## config.mk

```make
export PLATFORM = sky130hd
export DESIGN_NAME = csa_add_sequencer
export DESIGN_NICKNAME = d
export VERILOG_FILES = /design/src/rtl/csa_pkg.sv /design/src/rtl/csa_add_sequencer.sv
export SDC_FILE = /design/constraint.sdc
export NUM_CORES = 1
export LEC_CHECK = 0
export ABC_AREA = 0
export CAP_MARGIN = 10
export CELL_PAD_IN_SITES_DETAIL_PLACEMENT = 0
export CELL_PAD_IN_SITES_GLOBAL_PLACEMENT = 1
export CORE_MARGIN = 5
export CORE_UTILIZATION = 29
export CTS_CLUSTER_DIAMETER = 50
export DETAILED_ROUTE_END_ITERATION = 8
export HOLD_SLACK_MARGIN = 0.1
export PLACE_DENSITY = 0.74
export SYNTH_ARGS = -nofsm -noshare
export SYNTH_HDL_FRONTEND = slang
export SYNTH_SLANG_ARGS = --single-unit
```

## constraint.sdc

```tcl
create_clock -name clk -period 1.51 [get_ports clk]
set_input_delay 0.151 -clock clk [delete_from_list [all_inputs] [get_ports clk]]
set_output_delay 0.151 -clock clk [all_outputs]
set_load 0.02 [all_outputs]
```

## src/rtl/csa_pkg.sv

```systemverilog
// rtl/csa_pkg.sv - shared constants and types for the carry-skip add sequencer
package csa_pkg;

    localparam int DATA_W = 32;

    localparam logic [1:0] OP_ADD = 2'b00;
    localparam logic [1:0] OP_SUB = 2'b01;
    localparam logic [1:0] OP_ADC = 2'b10;
    localparam logic [1:0] OP_SBC = 2'b11;

    typedef enum logic [1:0] {
        ST_IDLE   = 2'b00,
        ST_SETTLE = 2'b01,
        ST_HOLD   = 2'b10
    } state_e;

endpackage

```

## src/rtl/csa_add_sequencer.sv

```systemverilog
// rtl/csa_add_sequencer.sv - registered operand/result stage around a multicycle adder
module csa_add_sequencer
    import csa_pkg::*;
#(
    parameter int SETTLE_CYCLES = 2
) (
    input  logic              clk,
    input  logic              rst_n,
    input  logic              in_valid,
    output logic              in_ready,
    input  logic [DATA_W-1:0] in_a,
    input  logic [DATA_W-1:0] in_b,
    input  logic [1:0]        in_op,
    input  logic              carry_clr,
    output logic [DATA_W-1:0] add_a,
    output logic [DATA_W-1:0] add_b,
    output logic              add_cin,
    input  logic [DATA_W-1:0] add_sum,
    input  logic              add_cout,
    output logic              out_valid,
    input  logic              out_ready,
    output logic [DATA_W-1:0] out_sum,
    output logic              out_cout,
    output logic              out_ovf,
    output logic              out_zero
);

    localparam logic [3:0] CNT_LOAD = 4'(SETTLE_CYCLES - 1);

    state_e            state_q, state_d;
    logic [3:0]        cnt_q, cnt_d;
    logic [DATA_W-1:0] add_a_q, add_a_d;
    logic [DATA_W-1:0] add_b_q, add_b_d;
    logic              add_cin_q, add_cin_d;
    logic              carry_q, carry_d;
    logic [DATA_W-1:0] out_sum_q, out_sum_d;
    logic              out_cout_q, out_cout_d;
    logic              out_ovf_q, out_ovf_d;
    logic              out_zero_q, out_zero_d;
    logic              carry_eff;
    logic              is_sub;

    always_ff @(posedge clk or negedge rst_n) begin
        if (!rst_n) begin
            state_q    <= ST_IDLE;
            cnt_q      <= '0;
            add_a_q    <= '0;
            add_b_q    <= '0;
            add_cin_q  <= 1'b0;
            carry_q    <= 1'b0;
            out_sum_q  <= '0;
            out_cout_q <= 1'b0;
            out_ovf_q  <= 1'b0;
            out_zero_q <= 1'b0;
        end else begin
            state_q    <= state_d;
            cnt_q      <= cnt_d;
            add_a_q    <= add_a_d;
            add_b_q    <= add_b_d;
            add_cin_q  <= add_cin_d;
            carry_q    <= carry_d;
            out_sum_q  <= out_sum_d;
            out_cout_q <= out_cout_d;
            out_ovf_q  <= out_ovf_d;
            out_zero_q <= out_zero_d;
        end
    end

    always_comb begin
        state_d    = state_q;
        cnt_d      = cnt_q;
        add_a_d    = add_a_q;
        add_b_d    = add_b_q;
        add_cin_d  = add_cin_q;
        carry_d    = carry_q;
        out_sum_d  = out_sum_q;
        out_cout_d = out_cout_q;
        out_ovf_d  = out_ovf_q;
        out_zero_d = out_zero_q;
        carry_eff  = carry_clr ? 1'b0 : carry_q;
        is_sub     = (in_op == OP_SUB) || (in_op == OP_SBC);

        case (state_q)
            ST_IDLE: begin
                // A clear coinciding with an ADC/SBC acceptance feeds the cleared flag.
                carry_d = carry_eff;
                if (in_valid) begin
                    add_a_d   = in_a;
                    add_b_d   = is_sub ? ~in_b : in_b;
                    add_cin_d = (in_op == OP_ADD) ? 1'b0 :
                                (in_op == OP_SUB) ? 1'b1 : carry_eff;
                    cnt_d     = CNT_LOAD;
                    state_d   = ST_SETTLE;
                end
            end
            ST_SETTLE: begin
                if (cnt_q == 4'd0) begin
                    out_sum_d  = add_sum;
                    out_cout_d = add_cout;
                    out_ovf_d  = (add_a_q[DATA_W-1] == add_b_q[DATA_W-1]) &&
                                 (add_sum[DATA_W-1] != add_a_q[DATA_W-1]);
                    out_zero_d = (add_sum == '0);
                    carry_d    = add_cout;
                    state_d    = ST_HOLD;
                end else begin
                    cnt_d = cnt_q - 4'd1;
                end
            end
            ST_HOLD: begin
                if (out_ready) begin
                    state_d = ST_IDLE;
                end
            end
            default: state_d = ST_IDLE;
        endcase
    end

    assign in_ready  = (state_q == ST_IDLE);
    assign out_valid = (state_q == ST_HOLD);
    assign add_a     = add_a_q;
    assign add_b     = add_b_q;
    assign add_cin   = add_cin_q;
    assign out_sum   = out_sum_q;
    assign out_cout  = out_cout_q;
    assign out_ovf   = out_ovf_q;
    assign out_zero  = out_zero_q;

endmodule

```

== Word level (Yosys, flattened, before mapping) ==
Index checks and enable logic that the tools add are counted.

* Memories kept: 0
* Word-level logic and storage cells: 47
* Bits in registers: 107
* Bits in latches: 0
* Bits in read-only memories: 0
* Memory bits (writable): 0

* Divide/modulo/power cells: 0
* Bitwise logic cells: 1
* Shift-type cells: 0
* Multiplexer cells: 13
* Reductions and logical operators: 12
* $lt $le $gt $ge: 0
* Multipliers: 0
* Equality and inequality tests: 10
* Add/sub/neg operators: 1

{| class="wikitable"
|+ Operators by type and width
! operator !! count
|-
| zero test 32 bit || 1
|-
| 2-to-1 mux 32 bit || 1
|-
| inverter 32 bit || 1
|-
| 2-to-1 mux 4 bit || 2
|-
| case mux 4 bit (2 select lines) || 1
|-
| 2-to-1 mux 2 bit || 3
|-
| inequality test 2 bit, second input constant || 3
|-
| case mux 2 bit (3 select lines) || 1
|-
| AND reduction 2 bit || 3
|-
| AND reduction 3 bit || 2
|-
| equality test 2 x 1 -> 1 bit, second input constant || 2
|-
| equality test 2 bit, second input constant || 2
|-
| zero test 2 bit || 2
|-
| zero test 4 bit || 1
|-
| 2-to-1 mux 1 bit || 4
|-
| subtractor 4 x 1 -> 4 bit, second input constant || 1
|-
| inequality test 2 x 1 -> 1 bit, second input constant || 1
|-
| case mux 1 bit (2 select lines) || 1
|-
| nonzero test 2 bit || 1
|-
| equality test 1 bit || 1
|-
| logical AND 1 bit || 1
|-
| logical OR 1 bit || 1
|-
| inequality test 1 bit || 1
|}

== Logic depth before layout (Yosys ltp) ==
Gate-level depths: netlist of the first run.

* Depth after elaboration: 3
* Mapped depth: 8

== Worst setup path before layout of the first run ==
No wires, ideal clock.

* Path kind: register to register
* From: register cnt_q[0]
* To: register out_sum_q[28], in the netlist out_sum[28]
* Path buffers: 2
* Slack: -0.100 ns
* Library setup time: 0.125 ns
* Cell stages (with the launch flop): 8
* Arrival: 1.485 ns
* Required time: 1.385 ns
* Path through: dfrtp_1 > inv_1 > ha_1 > nor3b_4 > nand2_1 > buf_6 > buf_6 > mux2_4

* Longest elaborated chain between the ends: 2

{| class="wikitable"
|+ RTL lines
! what !! line !! RTL
|-
| start: declaration || csa_add_sequencer.sv:31 || <nowiki>logic [3:0] cnt_q, cnt_d;</nowiki>
|-
| start signal: assignment || csa_add_sequencer.sv:57 || <nowiki>cnt_q <= cnt_d;</nowiki>
|-
| zero test 4 bit || csa_add_sequencer.sv:97 || <nowiki>if (cnt_q == 4'd0) begin</nowiki>
|-
| AND reduction 2 bit (no source line) || - ||
|-
| end signal: assignment || csa_add_sequencer.sv:62 || <nowiki>out_sum_q <= out_sum_d;</nowiki>
|-
| end: declaration || csa_add_sequencer.sv:36 || <nowiki>logic [DATA_W-1:0] out_sum_q, out_sum_d;</nowiki>
|}

Every way passes these cells.
A chain may end at the register's enable or synchronous reset.

== Final worst setup path of the first run ==
* From: register cnt_q[1]
* To: register out_sum_q[29], in the netlist out_sum[29]

The elaborated chain is that of the path after synthesis.

==> out/metrics.yaml, run 1 <==
run_status:
  outcome: "complete, but fails checks"
  violations: "negative setup slack"
grt:
  antenna_found_initial: 0
  grt_first_pass_wirelength_um: 19900
  grt_max_degree: 103
  track_usage: 0.138
  grt_overflow_total: 0
  grt_pass1_vias: 3805
synth:
  synth_commonest_cells: "dfrtp_1, mux2_2, nor2_1"
  syn_inst: 344
  synth_top_cell_by_area: "dfrtp_1"
  synthTopCellsByArea: "dfrtp_1, mux2_2, xnor2_1"
  synth_area_per_cell_um2: 13.0
  synthFlopType: "dfrtp_1"
  netlist_area_mm2: 0.00447
  synth-seq-cells: 107
  seq_area_frac_synth: 0.598
  synth_nets: 449
  synth_top_area_share: 0.598
  synth_most_common_cell: "dfrtp_1"
  ys_warn_count: 0
  synthArstFlopShare: 1.00
  synth_cell_types: 30
  synth_edf_count: 0
cts:
  cts_inserted_buffers: 9
  cts.sinks: 107
  path_clk_slew_ns: 0.07
  clk_latency_ns: 0.34
  htree_levels: 3
  cts_root_buf: "clkbuf_16"
  cts_tree: "done"
  clock_tree.buffer_depth: 2
placement:
  routabilityCongestion: 0.791
  dp_hpwl_um: 9090
  placed_area_mm2: 0.00686
  port_buffers: 205
detailed_routing:
  drc: 0
  routed_wl_um: 13200
  via_count: 3505
  firstDrtPassIters: 4
  drt-wirelength-per-cell_um: 17.0
  drtIter0Drc: 191
  ant_nets: 0
  routed_via_density: 4.52
sta:
  fmax_mhz: 615
  fin_crit_sh: 1.08
  rsz0062_at_grt: "true"
  whs_ns: 0.164
  setup_ws_ns: -0.116
  tightest_slew_ns: 0.571
  fin_worst_skew_ns: 0.00980
  finalHoldViolCount: 0
  slew_viol_final: 0
  slew_headroom: 0.619
  min_period_ns: 1.63
  setup_viol: 36
die:
  initial_core_util: 0.295
  io_pins: 206
  num_rows: 45
  design.core.area_mm2: 0.0151
  die_w_um: 134
  fp.dieArea_mm2: 0.0180
  die_y_um: 134
worst_hold_path:
  hold_class: "input pin to async pin"
setup_path:
  r2r_cells: 7
  critPathKind: "flip-flop to flip-flop"
  crit_path_start: "cnt_q[1]$_DFFE_PN0P_"
  critPathLaunchType: "flip-flop"
  crit_path_max_incr_delay_ns: 0.39
  critPathSlowestCell: "dfrtp_1"
  worstPathMaxFanout: 8
  path_cells: "inv_2, ha_4, nor3b_4, nand2_2, buf_6, buf_16, mux2_4"
  end_kind: "flip-flop"
  crit_path_end: "out_sum[29]$_DFFE_PN0P_"
  worstReg2RegEnd: "out_sum[29]$_DFFE_PN0P_"
  regToRegSetupSlack_ns: -0.12
  worstPathRequired_ns: 1.73
  r2r-start: "cnt_q[1]$_DFFE_PN0P_"
  crit_arrival_ns: 1.85
layout:
  antenna_cells: 0
  fin_util: 0.510
  nets: 688
  stdcell_area_mm2: 0.00773
  drive_gt1_frac: 0.256
  area_growth_pct: 72.7
power_and_ir_drop:
  power.total_mw: 16.7
  p_per_area_mw_per_mm2: 2170
  p_leak_nw: 3.47
  vdd_drop_max_v: 0.000879
run:
  drv_cap: 0
[kinds of logic (layout without fill, tap and decap cells)]
group,count (synthesis),count (layout),synth area share
buf+inv,24,267,0.0350
simple gates,70,70,0.0752
xor+xnor,34,34,0.0666
flops,107,107,0.598
fa+ha+maj,1,1,0.00280
compound gates,44,44,0.0526
mux,64,64,0.169
[layout make-up]
type	instances	area, um^2
fillers	1283	7420
flip-flops and latches	107	2680
repair buffers	247	2670
multi-input cells	213	1840
clock buffers	11	243
well taps	188	235
clock inverters	4	51.3
inverters	5	18.8
[state kept, by name, summed over array words and instances, names as in the netlist]
name,count
add_a,32
add_b,32
add_cin,1
carry_q,1
cnt_q,4
out_cout,1
out_ovf,1
out_sum,32
out_zero,1
state_q,2
[power by group]
part	internal (mW)	total (mW)	leakage [nW]	switching [mW]
Clock	1.32	2.34	0.142	1.02
Sequential	4.32	5.18	1.24	0.861
Combinational	5.04	9.21	2.08	4.18
[cells in the final DEF (no fill, tap or decap), types with 13 or more instances in the layout]
master             n
buf_4             22
xnor2_1           32
dfrtp_1          107
a21oi_1           30
clkbuf_16         13
nor2_1            34
mux2_2            29
clkdlybuf4s50_1  159
mux2_4            35
dlymetal6s2s_1    34
[how the worst min path moves through the flow]
stage               startpoint                      end
floorplan                rst_n     add_a[0]$_DFFE_PN0P_
global placement         rst_n  out_sum[29]$_DFFE_PN0P_
detailed placement       rst_n  out_sum[29]$_DFFE_PN0P_
CTS                      rst_n  out_sum[29]$_DFFE_PN0P_
global route             rst_n  out_sum[27]$_DFFE_PN0P_
finish                   rst_n  out_sum[29]$_DFFE_PN0P_
[worst max-delay path: cells and delay by family, from the launching register on]
kind                       cells  cell delay, ns
DFF                            1            0.39
buffers and inverters          3            0.36
and+or+nand+nor                2            0.31
adders and majority gates      1            0.14
muxes                          1            0.29
[metrics by stage]
stage / setup slack [ns] / std cells / setup TNS, ns
2_1_floorplan: -0.0997 / 344 / -0.967
3_3_place_gp: -0.149 / 741 / -10.74
3_5_place_dp: -0.206 / 741 / -14.27
4_1_cts: -0.102 / 764 / -2.58
5_1_grt: -0.162 / 775 / -4.89
6_report: -0.116 / 775 / -2.83
[repair_timing]
| action | in CTS | in global routing |
|---|---|---|
| gates cloned | 2 | 4 |
| pin swaps | 9 | 7 |
| gates resized for setup | 34 | 85 |
| setup endpoints to repair | 59 | 126 |
| setup buffers | 5 | 7 |
| hold buffers | 1 | 0 |
| endpoints found under the hold margin | 107 | 0 |
[metal layers]
layer | global-route usage | vias up | routed length [um]
li1 | - | 1649 | -
met1 | 0.177 | 1690 | 5750
met2 | 0.221 | 148 | 6170
met3 | 0.0435 | 18 | 1020
met4 | 0.0464 | 0 | 221
met5 | 0 | - | 0
Power figures use the tool's default switching activity.
==> run 2: changes to the inputs <==
--- a/config.mk
+++ b/config.mk
@@ -15,6 +15,7 @@
 export DETAILED_ROUTE_END_ITERATION = 8
 export HOLD_SLACK_MARGIN = 0.1
 export PLACE_DENSITY = 0.74
+export RECOVER_POWER = 50
 export SYNTH_ARGS = -nofsm -noshare
 export SYNTH_HDL_FRONTEND = slang
 export SYNTH_SLANG_ARGS = --single-unit
==> out/metrics.yaml, run 2 (synthesis results as in run 1) <==
run_status:
  outcome: "complete, but fails checks"
  violations: "negative setup slack"
setup_path:
  critPathSlowestCell: "dfrtp_1"
  critPathKind: "flip-flop to flip-flop"
  crit_family: "flip-flops"
  end_kind: "flip-flop"
  worstPathRequired_ns: 1.73
  critPathBufInv: 3
  critPathLaunchType: "flip-flop"
  crit_arrival_ns: 1.85
  crit_path_max_incr_delay_ns: 0.39
  worstPathMaxFanout: 8
  path_cells: "inv_2, ha_4, nor3b_4, nand2_2, buf_6, buf_16, mux2_4"
cts:
  htree_levels: 3
  cts_tree: "done"
  clock_tree.buffer_depth: 2
  cts.sinks: 107
  cts_root_buf: "clkbuf_16"
  cts_inserted_buffers: 9
  path_clk_slew_ns: 0.07
  clk_latency_ns: 0.34
detailed_routing:
  ant_nets: 0
  drtIter0Drc: 193
  drc: 0
  routed_wl_um: 13100
  drt-wirelength-per-cell_um: 17.0
  via_count: 3507
  routed_via_density: 4.53
  firstDrtPassIters: 4
die:
  initial_core_util: 0.295
  die_y_um: 134
  die_w_um: 134
  design.core.area_mm2: 0.0151
  io_pins: 206
  fp.dieArea_mm2: 0.0180
  num_rows: 45
power_and_ir_drop:
  p_per_area_mw_per_mm2: 2170
  p_leak_nw: 3.45
  vdd_drop_max_v: 0.000822
grt:
  track_usage: 0.138
  grt_pass1_vias: 3805
  grt_overflow_total: 0
  grt_first_pass_wirelength_um: 19900
  grt_max_degree: 103
  antenna_found_initial: 0
worst_hold_path:
  hold_class: "input pin to async pin"
sta:
  setup_ws_ns: -0.117
  slew_viol_final: 0
  fin_crit_sh: 1.08
  min_period_ns: 1.63
  rsz0062_at_grt: "true"
  setup_viol: 36
  tightest_slew_ns: 0.768
  finalHoldViolCount: 0
  fin_tns_setup_ns: -2.83
  fin_worst_skew_ns: 0.00981
  fmax_mhz: 615
  slew_headroom: 0.488
layout:
  nets: 688
  drive_gt1_frac: 0.254
  area_growth_pct: 72.3
  fillers: 1288
  final_cell_mix: "clkdlybuf4s50_1, dfrtp_1, mux2_4, nor2_1, dlymetal6s2s_1"
  antenna_cells: 0
  final_common_cell: "clkdlybuf4s50_1"
  fin_util: 0.509
run:
  drv_cap: 0
placement:
  dp_hpwl_um: 9090
  routabilityCongestion: 0.791
  port_buffers: 205
==> run 2: changes by cell type in the layout (fill, tap and decap cells not counted), sizes merged <==
cell / change
buf: -1
clkbuf: +2
dlymetal6s2s: -1
==> run 2: worst paths after layout <==
kind                            slack [ns]                 start  cells after the start                      end
worst max-delay path                 -0.12  cnt_q[1]$_DFFE_PN0P_                      7  out_sum[29]$_DFFE_PN0P_
worst min-delay path                  0.23                 rst_n                      2  out_sum[27]$_DFFE_PN0P_
worst max register to register       -0.12  cnt_q[1]$_DFFE_PN0P_                      7  out_sum[29]$_DFFE_PN0P_
worst min register to register        0.49  out_cout$_DFFE_PN0P_                      2     out_cout$_DFFE_PN0P_
max in group asynchronous             0.20                 rst_n                      3  out_sum[31]$_DFFE_PN0P_
min in group clk                      0.37              in_op[0]                      4    add_b[18]$_DFFE_PN0P_
==> run 2: per-stage QoR <==
step | cell area (um^2) | setup slack, ns | total power, mW | instances | hold WS (ns)
6_report | 7710 | -0.117 | 16.7 | 775 | 0.229
5_1_grt | 7710 | -0.162 | 17.7 | 775 | 0.256
4_1_cts | 7320 | -0.102 | 16.2 | 764 | 0.144
3_5_place_dp | 6860 | -0.206 | 13.5 | 741 | -0.0318
3_3_place_gp | 6860 | -0.149 | 13.3 | 741 | -0.0342
2_1_floorplan | 4470 | -0.0997 | 9.41 | 344 | -0.145
==> run 2: area by class of cell <==
type                            count  area (um^2)  area share
Inverter                            5         18.8     0.00243
Sequential cell                   107         2680       0.347
Clock inverter                      4         51.3     0.00665
Clock buffer                       11          243      0.0315
Tap cell                          188          235      0.0305
Timing Repair Buffer              247         2650       0.343
Multi-Input combinational cell    213         1840       0.238
==> run 2: what timing repair did <==
action | 4_1_cts | 5_1_grt
setup buffers | 5 | 7
endpoints found under the hold margin | 107 | 0
setup endpoints to repair | 59 | 126
pin swaps | 9 | 7
hold buffers | 1 | 0
resized for setup | 34 | 85
gates cloned | 2 | 4
==> run 2: power breakdown <==
part           leakage [nW]  switching (mW)  internal [mW]
Combinational          2.07            4.18           5.02
Clock                 0.142            1.02           1.32
Sequential             1.24           0.861           4.32
Total                  3.45            6.06           10.7
==> run 2: per-layer routing <==
metal,part of all wire,GRT usage
met3,0.077,0.0435
met4,0.017,0.0464
met1,0.44,0.177
met5,0,0
met2,0.47,0.221
==> run 3: changes to the inputs <==
--- a/config.mk
+++ b/config.mk
@@ -9,13 +9,14 @@
 export CAP_MARGIN = 10
 export CELL_PAD_IN_SITES_DETAIL_PLACEMENT = 0
 export CELL_PAD_IN_SITES_GLOBAL_PLACEMENT = 1
+export CORE_ASPECT_RATIO = 2
 export CORE_MARGIN = 5
 export CORE_UTILIZATION = 29
 export CTS_CLUSTER_DIAMETER = 50
 export DETAILED_ROUTE_END_ITERATION = 8
 export HOLD_SLACK_MARGIN = 0.1
 export PLACE_DENSITY = 0.74
-export RECOVER_POWER = 50
+export RECOVER_POWER = 25
 export SYNTH_ARGS = -nofsm -noshare
 export SYNTH_HDL_FRONTEND = slang
 export SYNTH_SLANG_ARGS = --single-unit
==> out/metrics.yaml, run 3 (synthesis results as in run 1) <==
die:
  die_y_um: 186
  io_pins: 206
  die_w_um: 97.8
  num_rows: 64
  design.core.area_mm2: 0.0152
  initial_core_util: 0.294
  fp.dieArea_mm2: 0.0182
placement:
  placed_area_mm2: 0.00690
  port_buffers: 205
  pre_cts_ws_ns: -0.205
  routabilityCongestion: 0.810
  dp_hpwl_um: 10200
sta:
  fin_worst_skew_ns: 0.0117
  min_period_ns: 1.54
  rsz0062_at_grt: "true"
  whs_ns: 0.348
  fin_crit_sh: 1.02
  slew_headroom: 0.496
  setup_viol: 21
  slew_viol_final: 0
  tightest_slew_ns: 0.755
  finalHoldViolCount: 0
  fmax_mhz: 647
  setup_ws_ns: -0.0345
power_and_ir_drop:
  p_per_area_mw_per_mm2: 2140
  vdd_drop_max_v: 0.000853
  p_leak_nw: 3.35
setup_path:
  end_kind: "flip-flop"
  critPathKind: "flip-flop to flip-flop"
  crit_path_start: "cnt_q[1]$_DFFE_PN0P_"
  r2r-start: "cnt_q[1]$_DFFE_PN0P_"
  crit_family: "flip-flops"
  critPathSlowestCell: "dfrtp_1"
  r2r_cells: 6
  worstPathMaxFanout: 28
  crit_arrival_ns: 1.78
  path_cells: "inv_2, ha_4, nor3b_4, nand2_2, buf_12, mux2_4"
  critPathLaunchType: "flip-flop"
  path_depth: 6
  critPathBufInv: 2
  worstPathRequired_ns: 1.74
  crit_path_max_incr_delay_ns: 0.40
layout:
  drive_gt1_frac: 0.208
  final_cell_mix: "clkdlybuf4s50_1, dfrtp_1, mux2_2, dlymetal6s2s_1, nor2_1"
  antenna_cells: 0
  stdcell_area_mm2: 0.00733
  nets: 671
  area_growth_pct: 63.7
  final_common_cell: "clkdlybuf4s50_1"
detailed_routing:
  via_count: 3380
  routed_via_density: 4.40
  drtIter0Drc: 51
  routed_wl_um: 13000
  ant_nets: 0
  drt-wirelength-per-cell_um: 16.9
  firstDrtPassIters: 3
  drc: 0
cts:
  clock_tree.buffer_depth: 2
  cts_inserted_buffers: 9
  htree_levels: 3
  path_clk_slew_ns: 0.08
  cts_root_buf: "clkbuf_16"
  clk_latency_ns: 0.35
  cts_tree: "done"
  cts.sinks: 107
run_status:
  outcome: "complete, but fails checks"
  violations: "negative setup slack"
grt:
  grt_overflow_total: 0
  grt_max_degree: 39
  grt_pass1_vias: 3712
  grt_first_pass_wirelength_um: 20000
  antenna_found_initial: 0
  track_usage: 0.141
worst_hold_path:
  min_path_cells: 4
  hp-start: "in_op[0]"
  hold_class: "input pin to flip-flop"
run:
  drv_cap: 0
==> run 3: changes by cell type in the layout (fill, tap and decap cells not counted), moves of 4 or more <==
| cell | before | now |
|---|---|---|
| dlymetal6s2s_1 | 33 | 47 |
| clkdlybuf4s50_1 | 159 | 141 |
| a21oi_1 | 30 | 35 |
| dlygate4sd2_1 | 8 | 13 |
| nor2_1 | 34 | 38 |
| buf_4 | 21 | 16 |
| mux2_4 | 35 | 10 |
| mux2_2 | 29 | 54 |
| nor2_2 | 4 | 0 |
| a21oi_2 | 5 | 0 |
| clkbuf_16 | 13 | 9 |
==> run 3: area by class of cell <==
| type | instances | area, um^2 |
|---|---|---|
| Fill cell | 1420 | 7890 |
| Sequential cell | 107 | 2680 |
| Timing Repair Buffer | 230 | 2390 |
| Multi-Input combinational cell | 213 | 1670 |
| Tap cell | 198 | 248 |
| Clock buffer | 9 | 225 |
| Clock inverter | 7 | 92.6 |
| Inverter | 5 | 18.8 |
==> run 3: metal layers <==
metal / track usage / vias up / wire [um]
li1: - / 1618 / -
met1: 0.142 / 1632 / 4520
met2: 0.280 / 116 / 7620
met3: 0.0379 / 14 / 626
met4: 0.0394 / 0 / 244
met5: 0 / - / 0
==> run 3: stage by stage <==
stage | utilization | power [mW] | instances | TNS, ns
after floorplan | - | 9.41 | 344 | -0.967
after global placement | 0.453 | 13.4 | 752 | -10.55
after detailed placement | 0.453 | 13.6 | 752 | -11.91
after CTS | 0.476 | 16.1 | 769 | -0.589
after global routing | 0.481 | 16.6 | 769 | -2.24
final | 0.481 | 15.7 | 769 | -0.436
==> run 3: final timing paths <==
kind / slack [ns] / endpoint
max: -0.03 / out_sum[30]$_DFFE_PN0P_
min reg2reg: 0.48 / out_ovf$_DFFE_PN0P_
min: 0.35 / add_b[5]$_DFFE_PN0P_
max in group asynchronous: 0.21 / add_b[11]$_DFFE_PN0P_
max reg2reg: -0.03 / out_sum[30]$_DFFE_PN0P_
min in group asynchronous: 0.39 / out_sum[20]$_DFFE_PN0P_
==> run 3: worst register-to-register path, delay by kind of cell, from the launching register on <==
family	cells	cell delay, ns
buffers and inverters	2	0.27
multiplexers	1	0.32
flip-flops	1	0.40
AND/OR/NAND/NOR	2	0.31
adder cells (fa/ha/maj)	1	0.14
==> run 3: where the power goes <==
part / internal, mW / switching, mW
registers: 4.31 / 0.777
logic: 4.17 / 3.94
clock network: 1.34 / 1.15
total: 9.81 / 5.87
==> run 3: timing repair <==
item / CTS / global route
gates resized for setup: 24 / 53
setup buffers: 0 / 0
hold buffers: 1 / 0
setup endpoints to repair: 53 / 106
pin swaps: 1 / 1
hold endpoints to repair: 49 / 0
